[config.mk]
export PLATFORM = sky130hd
export DESIGN_NAME = ras_stack_ckpt
export DESIGN_NICKNAME = d
export VERILOG_FILES = /design/src/rtl/ras_stack_ckpt.sv
export SDC_FILE = /design/constraint.sdc
export NUM_CORES = 1
export LEC_CHECK = 0
export ABC_CLOCK_PERIOD_IN_PS = 4200
export CAP_MARGIN = 15
export CORE_MARGIN = 10
export CORE_UTILIZATION = 55
export DETAILED_ROUTE_END_ITERATION = 7
export PLACE_DENSITY = 0.75
export SETUP_SLACK_MARGIN = 0.05
export SYNTH_ARGS = -nofsm -noshare
export SYNTH_HDL_FRONTEND = slang
export SYNTH_SLANG_ARGS = --single-unit
[constraint.sdc]
create_clock -name clk -period 4.2 [get_ports clk]
set_input_delay 0.84 -clock clk [delete_from_list [all_inputs] [get_ports clk]]
set_output_delay 0.84 -clock clk [all_outputs]
set_load 0.01 [all_outputs]
[src/rtl/ras_stack_ckpt.sv]
// ras_stack_ckpt -- return address stack with branch checkpoint/restore.
//
// Circular return-address stack. A call pushes its return address, a return
// pops. Optionally (compile with RAS_CHECKPOINT_EN defined) every fetched
// branch snapshots the stack pointers {index, count} into a small FIFO. A
// misprediction flush rolls the pointers back to the oldest snapshot. Only
// pointers are restored, never array contents.
//
// Parameters:
//   ADDR_W     return-address width
//   DEPTH      stack entries (power of two, >= 2)
//   CKPT_DEPTH checkpoint FIFO entries (power of two, >= 2)
//
// Ports:
//   clk            clock, rising edge
//   rst            synchronous active-low reset
//   push / pop     call / return fetched
//   new_addr       return address to push
//   branch_fetched snapshot {index, count} (pre-update values)
//   branch_retired release the oldest snapshot
//   flush          restore the oldest snapshot and empty the FIFO
//   addr           top-of-stack entry (undefined while valid==0)
//   valid          count != 0
//   count          live entry count, saturates at DEPTH
//   ckpt_full      checkpoint FIFO holds CKPT_DEPTH entries
//   ckpt_overflow  sticky; a snapshot was dropped. Cleared by flush.
//
// Macro RAS_CHECKPOINT_EN: enables the checkpoint FIFO. When it is undefined,
// branch_fetched, branch_retired and flush are ignored, and ckpt_full and
// ckpt_overflow are tied low.

module ras_stack_ckpt #(
    parameter int ADDR_W     = 32,
    parameter int DEPTH      = 8,
    parameter int CKPT_DEPTH = 4
) (
    input  logic                       clk,
    input  logic                       rst,
    input  logic                       push,
    input  logic                       pop,
    input  logic [ADDR_W-1:0]          new_addr,
    input  logic                       branch_fetched,
    input  logic                       branch_retired,
    input  logic                       flush,
    output logic [ADDR_W-1:0]          addr,
    output logic                       valid,
    output logic [$clog2(DEPTH):0]     count,
    output logic                       ckpt_full,
    output logic                       ckpt_overflow
);

    localparam int IDX_W = $clog2(DEPTH);
    localparam int CNT_W = IDX_W + 1;
    localparam logic [CNT_W-1:0] CNT_MAX = CNT_W'(DEPTH);

    logic [ADDR_W-1:0] mem_q [DEPTH];
    logic [IDX_W-1:0]  idx_q, idx_d;
    logic [CNT_W-1:0]  cnt_q, cnt_d;
    logic              wr_en;
    logic [IDX_W-1:0]  wr_idx;

    // Checkpoint hooks consumed by the pointer logic.
    logic              blocked;      // flush owns this cycle
    logic              restore_vld;  // flush with a snapshot available
    logic [IDX_W-1:0]  ck_idx;
    logic [CNT_W-1:0]  ck_cnt;

`ifdef RAS_CHECKPOINT_EN
    localparam int CK_W = $clog2(CKPT_DEPTH);
    localparam logic [CK_W:0] CK_MAX = (CK_W+1)'(CKPT_DEPTH);

    logic [IDX_W+CNT_W-1:0] ck_mem_q [CKPT_DEPTH];
    logic [CK_W-1:0]        ck_rd_q, ck_wr_q;
    logic [CK_W:0]          ck_num_q;
    logic                   ovf_q;
    logic                   ck_full, ck_empty, ck_enq, ck_deq;

    assign ck_full  = (ck_num_q == CK_MAX);
    assign ck_empty = (ck_num_q == '0);
    // A retire in the same cycle frees a slot, so a full FIFO still accepts.
    assign ck_enq   = branch_fetched & (~ck_full | branch_retired);
    assign ck_deq   = branch_retired & ~ck_empty;

    assign blocked          = flush;
    assign restore_vld      = flush & ~ck_empty;
    assign {ck_idx, ck_cnt} = ck_mem_q[ck_rd_q];
    assign ckpt_full        = ck_full;
    assign ckpt_overflow    = ovf_q;

    always_ff @(posedge clk) begin
        if (!rst) begin
            ck_rd_q  <= '0;
            ck_wr_q  <= '0;
            ck_num_q <= '0;
            ovf_q    <= 1'b0;
        end else if (flush) begin
            ck_rd_q  <= '0;
            ck_wr_q  <= '0;
            ck_num_q <= '0;
            ovf_q    <= 1'b0;
        end else begin
            if (ck_enq) ck_wr_q <= ck_wr_q + 1'b1;
            if (ck_deq) ck_rd_q <= ck_rd_q + 1'b1;
            case ({ck_enq, ck_deq})
                2'b10:   ck_num_q <= ck_num_q + 1'b1;
                2'b01:   ck_num_q <= ck_num_q - 1'b1;
                default: ck_num_q <= ck_num_q;
            endcase
            if (branch_fetched && !ck_enq) ovf_q <= 1'b1;
        end
    end

    // Snapshot storage is not reset; occupancy is tracked by ck_num_q.
    always_ff @(posedge clk) begin
        if (rst && !flush && ck_enq) ck_mem_q[ck_wr_q] <= {idx_q, cnt_q};
    end
`else
    localparam int UNUSED_CKPT_DEPTH = CKPT_DEPTH;
    logic unused_ckpt_in;
    assign unused_ckpt_in = &{1'b0, branch_fetched, branch_retired, flush,
                              UNUSED_CKPT_DEPTH[0]};

    assign blocked       = 1'b0;
    assign restore_vld   = 1'b0;
    assign ck_idx        = '0;
    assign ck_cnt        = '0;
    assign ckpt_full     = 1'b0;
    assign ckpt_overflow = 1'b0;
`endif

    always_comb begin
        idx_d  = idx_q;
        cnt_d  = cnt_q;
        wr_en  = 1'b0;
        wr_idx = idx_q;
        if (restore_vld) begin
            idx_d = ck_idx;
            cnt_d = ck_cnt;
        end else if (!blocked) begin
            if (push && pop) begin
                // Return immediately followed by a call: replace the top entry.
                wr_en = 1'b1;
                if (cnt_q == '0) cnt_d = CNT_W'(1);
            end else if (push) begin
                wr_en  = 1'b1;
                wr_idx = idx_q + 1'b1;
                idx_d  = idx_q + 1'b1;
                // At full, the push overwrites the oldest entry.
                if (cnt_q != CNT_MAX) cnt_d = cnt_q + 1'b1;
            end else if (pop && cnt_q != '0) begin
                idx_d = idx_q - 1'b1;
                cnt_d = cnt_q - 1'b1;
            end
        end
    end

    always_ff @(posedge clk) begin
        if (!rst) begin
            idx_q <= '0;
            cnt_q <= '0;
        end else begin
            idx_q <= idx_d;
            cnt_q <= cnt_d;
        end
    end

    // Array contents are not reset. Reset abandons an in-flight push.
    always_ff @(posedge clk) begin
        if (rst && wr_en) mem_q[wr_idx] <= new_addr;
    end

    assign addr  = mem_q[idx_q];
    assign valid = (cnt_q != '0);
    assign count = cnt_q;

endmodule

# Word level (Yosys, flattened, before mapping)
# Memory sizes are Yosys's and may differ from the RTL's. A register that Yosys moved wholly into a read port is not among the register bits.
# Cells that the tools add are included.
[word_totals]
reg_bits = 7
mem_bits_rw = 256
inputBits = 39
output_inout_bits = 39
wordCells = 35
memories = 1
[mem_list]
columns = ["name", "depth", "width", "read_ports", "rd_clocked_by_memory_dff", "write_ports", "line_no", "rtl"]
rows = [
  ["mem_q", 8, 32, 1, 1, 1, "56", "logic [ADDR_W-1:0] mem_q [DEPTH];"],
]
[op_classes]
addsub = 4
eq_ne = 3
mux = 15
n_bitwise = 1
reduce_logical = 9
[op_table]
columns = ["op", "n"]
rows = [
  ["$mux W4", 5],
  ["$mux W3", 6],
  ["$add A4 B1 Y4 const B", 1],
  ["$logic_not A4 Y1", 1],
  ["$mux W1", 4],
  ["$ne A4 B4 Y1 const B", 1],
  ["$reduce_bool A4 Y1", 1],
  ["$sub A4 B1 Y4 const B", 1],
  ["$add A3 B1 Y3 const B", 1],
  ["$logic_and A1 B1 Y1", 3],
  ["$ne A3 B1 Y1 const B", 1],
  ["$reduce_and A3 Y1", 1],
  ["$reduce_bool A3 Y1", 1],
  ["$sub A3 B1 Y3 const B", 1],
  ["$ne A2 B1 Y1 const B", 1],
  ["$reduce_and A2 Y1", 1],
  ["$reduce_bool A2 Y1", 1],
  ["$not A1 Y1", 1],
]

# Logic depth before layout (Yosys ltp)
# Gate-level depths: netlist (run 1).
[depth]
word_depth = 6
depth_mapped = 7
depth_no_buf = 6

# Least setup slack after synthesis (run 1)
# Ideal clock, no wire load.
[synth_timing]
path_kind = "input -> register"
startpoint = "input push"
endpoint = "memory mem_q[0][0], enable pin"
arrival_ps = 3318
required_time_ps = 3779
setup_slack_ps = 461
cell_stages = 6
n_path_buf = 1
cell_sequence = "buf_2 inv_1 ha_1 mux2_2 or2_2 nor2_1"
[synth_via]
elab_chain_len = 5
word_cells_on_any_way = 8
classes_between = "mux: 6; reduce/logical: 2"
[synth_rtl]
columns = ["item", "line_no", "rtl"]
rows = [
  ["start: declaration", "39", "input logic push,"],
  ["$mux W1 / $logic_and A1 B1 Y1 (equally long branches)", "144, 140", ""],
  ["$mux W1", "140", "if (push && pop) begin"],
  ["$logic_and A1 B1 Y1", "169", "if (rst && wr_en) mem_q[wr_idx] <= new_addr;"],
  ["$mux W1", "169", ""],
  ["$mux W1 (implied by the code)", "169", ""],
  ["end: declaration", "56", ""],
]
# Parallel ways exist; a longest one is shown, timed or not.

==> flow_metrics.py, run 1 <==
metrics = {
    "worst_setup_path": {
        "ff2ff_setup_slack_ns": 1.88,
        "cp-start-kind": "flop",
        "critPathArrivalTime_ns": 2.61,
        "timing.rr.end": "mem_q[6][8]",
        "rr_startpoint": "idx_q[0]",
        "reg2reg_depth": 6,
        "critPathKind": "flop to output pin",
        "worstPathRequired_ns": 3.36,
        "path_max_fanout": 19,
        "endpoint_kind": "output pin",
    },
    "grt": {
        "grt_pass1_wl_mm": 31.3,
        "grt.total_usage_pct": 16.7,
        "grt_start_max_net_pins": 42,
        "grt_pass1_vias": 5300,
        "antenna_found_initial": 0,
        "grt_util_met2_pct": 29.0,
        "grt.busiest_layer": "met2",
        "met1_usage_pct": 20.7,
        "met3_usage_pct": 3.59,
        "grt.overflow.total": 0,
    },
    "timing": {
        "slew_viol_final": 0,
        "hold_ws_ns": 0.573,
        "max_slew_margin_pct": 57.5,
        "max_slew.worst_pin.slew_ns": 0.638,
        "finalCritPeriodShare_pct": 82.1,
        "rsz0062_at_grt": "no",
        "setup_violations": 0,
        "fmax_ghz": 0.290,
        "clock_skew_ns": 0.00665,
        "period_needed_ns": 3.45,
        "setup_tns_ns": 0,
        "hold_violations": 0,
    },
    "clock_network": {
        "post_cts_resized": 0,
        "clock-sinks": 266,
        "clk_pin_slew_worst_paths_ns": 0.06,
        "clockBufferDepth": 3,
        "clockRootBuffer": "clkbuf_16",
        "numCtsBuffers": 26,
        "htree_num_levels": 1,
        "cts_tree": "done",
        "clock_latency_ns": 0.52,
        "post_cts_buffers": 0,
        "hold_buffers": 0,
    },
    "final_layout": {
        "syn2layout_area_growth_pct": 20.6,
        "layout-drive-gt1-share_pct": 30.8,
        "fillers": 1090,
        "num-nets-final": 603,
        "antenna_cells": 0,
    },
    "routing": {
        "drt_iter0_markers": 316,
        "route.detailed.drc": 0,
        "ant_nets": 0,
        "routed_wl_mm": 19.9,
        "wire_per_inst_um": 24.7,
        "viasPerCell": 5.94,
        "first_pass_iters": 4,
        "vias": 4785,
    },
    "floorplan": {
        "start_util_pct": 56.6,
        "ioPinCount": 78,
        "core_um2": 18200,
        "fp.dieArea_um2": 24600,
        "die_w_um": 157,
        "num_rows": 49,
        "die_h_um": 157,
    },
    "synth": {
        "syn_avg_cell_area_um2": 22.5,
        "yosys_register_bits": 266,
        "ys_warn_count": 0,
        "ys_types": 39,
        "syn-cell-area_um2": 10300,
        "synthCells": 457,
        "synth-seq-area-share_pct": 76.6,
    },
    "worst_hold_path": {
        "min_to": "count[2]",
        "min_path_type": "flop to flop",
        "worstHoldPathCells": 2,
        "hp-start": "count[2]",
    },
    "place": {
        "portBuffers": 72,
        "dp_hpwl_mm": 11.2,
        "gp_congestion": 0.738,
    },
    "pwr": {
        "p_leak_nw": 3.93,
        "power_density_nw_per_um2": 548,
        "irDropWorstVdd_v": 0.000417,
    },
    "outcome": {
        "outcome": "finished clean",
    },
    "run": {
        "drv_cap": 0,
    },
}
## cell type report
class	instances	area (um^2)	area share, %
clock inverters	20	203	1.63
repair buffers	94	986	7.94
multi-input cells	164	2350	19.0
flip-flops and latches	266	7890	63.5
clock buffers	28	679	5.47
inverters	5	18.8	0.151
well taps	229	287	2.31
## cells by family after synthesis
logic type / synth area share (%)
buffers and inverters: 1.20
AND/OR/NAND/NOR: 1.97
multiplexers: 17.8
AO/OA/AOI/OAI: 1.17
adder cells (fa/ha/maj): 0.923
XOR/XNOR: 0.340
flip-flops: 76.6
other: 0.0364
## power breakdown
part,internal (W),switching [W],total [W],leakage [nW]
Combinational,0.000737,0.000587,0.00132,1.10
Sequential,0.00304,0.0000969,0.00314,2.40
Clock,0.00141,0.000933,0.00235,0.437
## worst max path at each step
stage	end	cells after the start
after detailed placement	mem_q[6][10]	7
after CTS	addr[28]	4
after floorplan	mem_q[0][0]	6
final	addr[28]	4
after global placement	mem_q[6][10]	7
after global routing	addr[1]	4
## cells in the final DEF, fill, tap and decap left out, types with 4 or more instances in the layout
cell type,count
clkinv_1,7
bufinv_16,4
dfxtp_1,7
mux4_2,64
edfxtp_1,256
clkbuf_16,27
mux2_2,34
nand3_1,5
buf_4,14
buf_12,8
clkinv_2,6
ha_1,6
nor2_4,8
inv_1,5
nand2_1,5
clkdlybuf4s50_1,72
## Yosys cell counts
cell type	instances	area share, %
a21oi_1	2	0.097
buf_2	9	0.44
nor2_1	11	0.40
a32oi_1	1	0.085
inv_1	5	0.18
nor3_1	1	0.049
o21a_1	1	0.073
nand3_1	5	0.24
o211a_1	1	0.097
nor2b_1	2	0.12
a211oi_1	1	0.073
mux2_2	34	3.7
and4_1	1	0.085
nand2b_1	3	0.18
edfxtp_1	256	75
clkbuf_1	11	0.40
or2_2	2	0.12
dfxtp_1	10	1.9
ha_1	6	0.73
buf_4	2	0.15
mux4_2	64	14
mux2i_1	1	0.097
fa_1	1	0.19
or4bb_1	1	0.11
xnor2_1	3	0.26
a22oi_1	1	0.073
o221ai_1	1	0.085
o21ai_0	2	0.097
nand3b_1	3	0.22
buf_1	1	0.036
a211oi_2	1	0.12
or4_4	1	0.11
o311a_2	2	0.22
and2_1	1	0.061
a21boi_0	2	0.15
xor2_1	1	0.085
conb_1	1	0.036
and2_4	1	0.085
nand2_1	5	0.18
## flip-flops by register name, indices dropped and copies added (netlist names), named ones only
register,count
mem_q,256
count,4
idx_q,3
## metrics by stage
stage | power (W) | instances | setup slack (ns) | cell area, um^2 | utilization, %
final | 0.00681 | 806 | 0.751 | 12400 | 68.2
after global routing | 0.00709 | 806 | 0.626 | 12400 | 68.2
after CTS | 0.00689 | 806 | 0.687 | 12400 | 68.2
after detailed placement | 0.00453 | 758 | 0.943 | 11500 | 63.4
after global placement | 0.00450 | 758 | 0.973 | 11500 | 63.4
after floorplan | 0.00393 | 458 | 0.461 | 10300 | -
## worst max-delay path: stages (launching register included)
cell	delay (ns)
dfxtp_2	0.53
buf_4	0.37
mux4_2	0.37
mux2_2	0.32
clkdlybuf4s50_1	0.49
## metal layers
metal  routed length [um]  part of all wire [%]
met5                    0                     0
met4                  448                   2.3
met3                 1250                   6.3
met2                10400                    52
met1                 7800                    39
Power figures use the tool's default switching activity.
==> run 2, diff against run 1 <==
- ABC_CLOCK_PERIOD_IN_PS: 4200 -> 3200
- clock period: 4.2 -> 3.2 ns (I/O delays scaled with it)
==> run 2 against run 1 <==
Against the previous run:
- utilization rose by 1.0 points
- first-iteration DRC count rose by 13%
- critical path depth did not move
- die area did not move
- count of clock-buffer cells in the layout rose by 7
- non-clock buffer count rose by 11
- clock power rose by 21%
- largest cell class unchanged
- power rose by 28%
- final cell count rose by 1.4%
- combinational power rose by 34%
==> flow_metrics.py, run 2 (same netlist as run 1, synthesis figures left out) <==
metrics = {
    "final_layout": {
        "multi_input_area_um2": 2350,
        "final-seq-area_um2": 7900,
        "final_cell_area_um2": 12600,
        "syn2layout_area_growth_pct": 22.4,
        "layout.cells.non_filler": 817,
        "layout-drive-gt1-share_pct": 31.8,
        "antenna_cells": 0,
        "largest_reg_flops": 256,
        "fillers": 1086,
        "mostFrequentLayoutCells": "256 x edfxtp_1, 64 x mux4_2, 42 x clkdlybuf4s50_1, 34 x mux2_2, 26 x clkbuf_16",
        "max_flop_register": "mem_q",
        "layout_commonest_cell": "edfxtp_1",
        "fin_util_pct": 69.2,
        "num-nets-final": 614,
    },
    "grt": {
        "grt_start_max_net_pins": 43,
        "antenna_found_initial": 1,
        "grt_pass1_wl_mm": 31.1,
        "grt_pass1_vias": 5305,
        "grt.overflow.total": 0,
        "grt.total_usage_pct": 16.4,
    },
    "clock_network": {
        "hold_buffers": 0,
        "clock-sinks": 266,
        "clockRootBuffer": "clkbuf_16",
        "htree_num_levels": 1,
        "cts_tree": "done",
        "numCtsBuffers": 26,
        "clk_pin_slew_worst_paths_ns": 0.06,
        "clockBufferDepth": 3,
        "clock_latency_ns": 0.53,
    },
    "place": {
        "dp_hpwl_mm": 11.8,
        "place_inst": 765,
        "gp_congestion": 0.759,
        "portBuffers": 72,
        "placed_area_um2": 11700,
    },
    "worst_setup_path": {
        "endpoint_kind": "output pin",
        "critPathArrivalTime_ns": 2.34,
        "worstPathRequired_ns": 2.56,
        "path_max_fanout": 6,
        "cp-start-kind": "flop",
        "critPathKind": "flop to output pin",
    },
    "outcome": {
        "outcome": "finished clean",
    },
    "routing": {
        "ant_nets": 0,
        "drt_iter0_markers": 358,
        "vias": 4869,
        "viasPerCell": 5.96,
        "first_pass_iters": 4,
        "routed_wl_mm": 19.5,
        "wire_per_inst_um": 23.9,
        "route.detailed.drc": 0,
    },
    "floorplan": {
        "num_rows": 49,
        "core_um2": 18200,
        "start_util_pct": 56.6,
        "die_w_um": 157,
        "die_h_um": 157,
        "ioPinCount": 78,
        "fp.dieArea_um2": 24600,
    },
    "pwr": {
        "power_density_nw_per_um2": 691,
        "internal-power_w": 0.00661,
        "pwr-share-comb_pct": 20.3,
        "clockPowerShare_pct": 32.7,
        "p_sw_w": 0.00211,
        "p_leak_nw": 4.14,
        "irDropWorstVdd_v": 0.000519,
        "power_switching_share_pct": 24.2,
        "p_seq_share_pct": 47.0,
    },
    "timing": {
        "rsz0062_at_grt": "no",
        "setup_violations": 0,
        "slew_viol_final": 0,
        "fmax_ghz": 0.335,
        "finalCritPeriodShare_pct": 93.2,
        "clock_skew_ns": 0.0175,
        "period_needed_ns": 2.98,
        "hold_violations": 0,
    },
    "worst_hold_path": {
        "min_path_type": "flop to flop",
    },
    "run": {
        "drv_cap": 0,
    },
}
-- run 2: metrics by stage --
stage	TNS (ns)	total power [W]	hold slack (ns)	setup WS (ns)
3_5_place_dp	0	0.00600	0.566	0.261
3_3_place_gp	0	0.00596	0.546	0.269
6_report	0	0.00872	0.575	0.217
2_1_floorplan	-32.15	0.00516	0.548	-0.335
4_1_cts	0	0.00883	0.576	0.0500
5_1_grt	0	0.00907	0.619	0.131
-- run 2: power by group through the flow --
stage	Sequential [W]	Clock [W]	Combinational, W
after floorplan	0.00413	0	0.00103
after global placement	0.00417	0	0.00179
after detailed placement	0.00419	0	0.00182
after CTS	0.00410	0.00291	0.00182
after global routing	0.00411	0.00304	0.00192
final	0.00410	0.00285	0.00177
-- run 2: final timing paths --
| kind | from | endpoint | slack, ns | cells past startpoint |
|---|---|---|---|---|
| max | flop | addr[27] | 0.22 | 4 |
| min | count[2] | count[2] | 0.57 | 2 |
| max reg2reg | idx_q[0] | mem_q[0][19] | 1.02 | 6 |
| min reg2reg | count[2] | count[2] | 0.57 | 2 |
-- run 2: area by class of cell --
| class | count | area share [%] |
|---|---|---|
| clock buffer | 35 | 5.67 |
| clock inverter | 13 | 0.784 |
| inverter | 5 | 0.149 |
| multi-input combinational | 164 | 18.7 |
| sequential | 266 | 62.6 |
| tap | 229 | 2.27 |
| timing repair buffer | 105 | 9.81 |
-- run 2: critical path, cell delays in order, from the launching register on --
cell,delay [ns]
dfxtp_4,0.40
buf_6,0.16
mux4_2,0.50
mux2_2,0.28
clkdlybuf4s50_1,0.49
-- run 2: repair_timing --
action | CTS | global route
setup buffers | 4 | 0
resized for setup | 18 | 15
setup endpoints to repair | 29 | 14
-- run 2: layer usage --
layer	vias up	share of wire (%)	track usage [%]
met3	27	5.3	3.15
met5	-	0.092	0
met4	2	1.1	3.42
li1	2143	-	-
met1	2574	41	21.3
met2	123	52	28.4
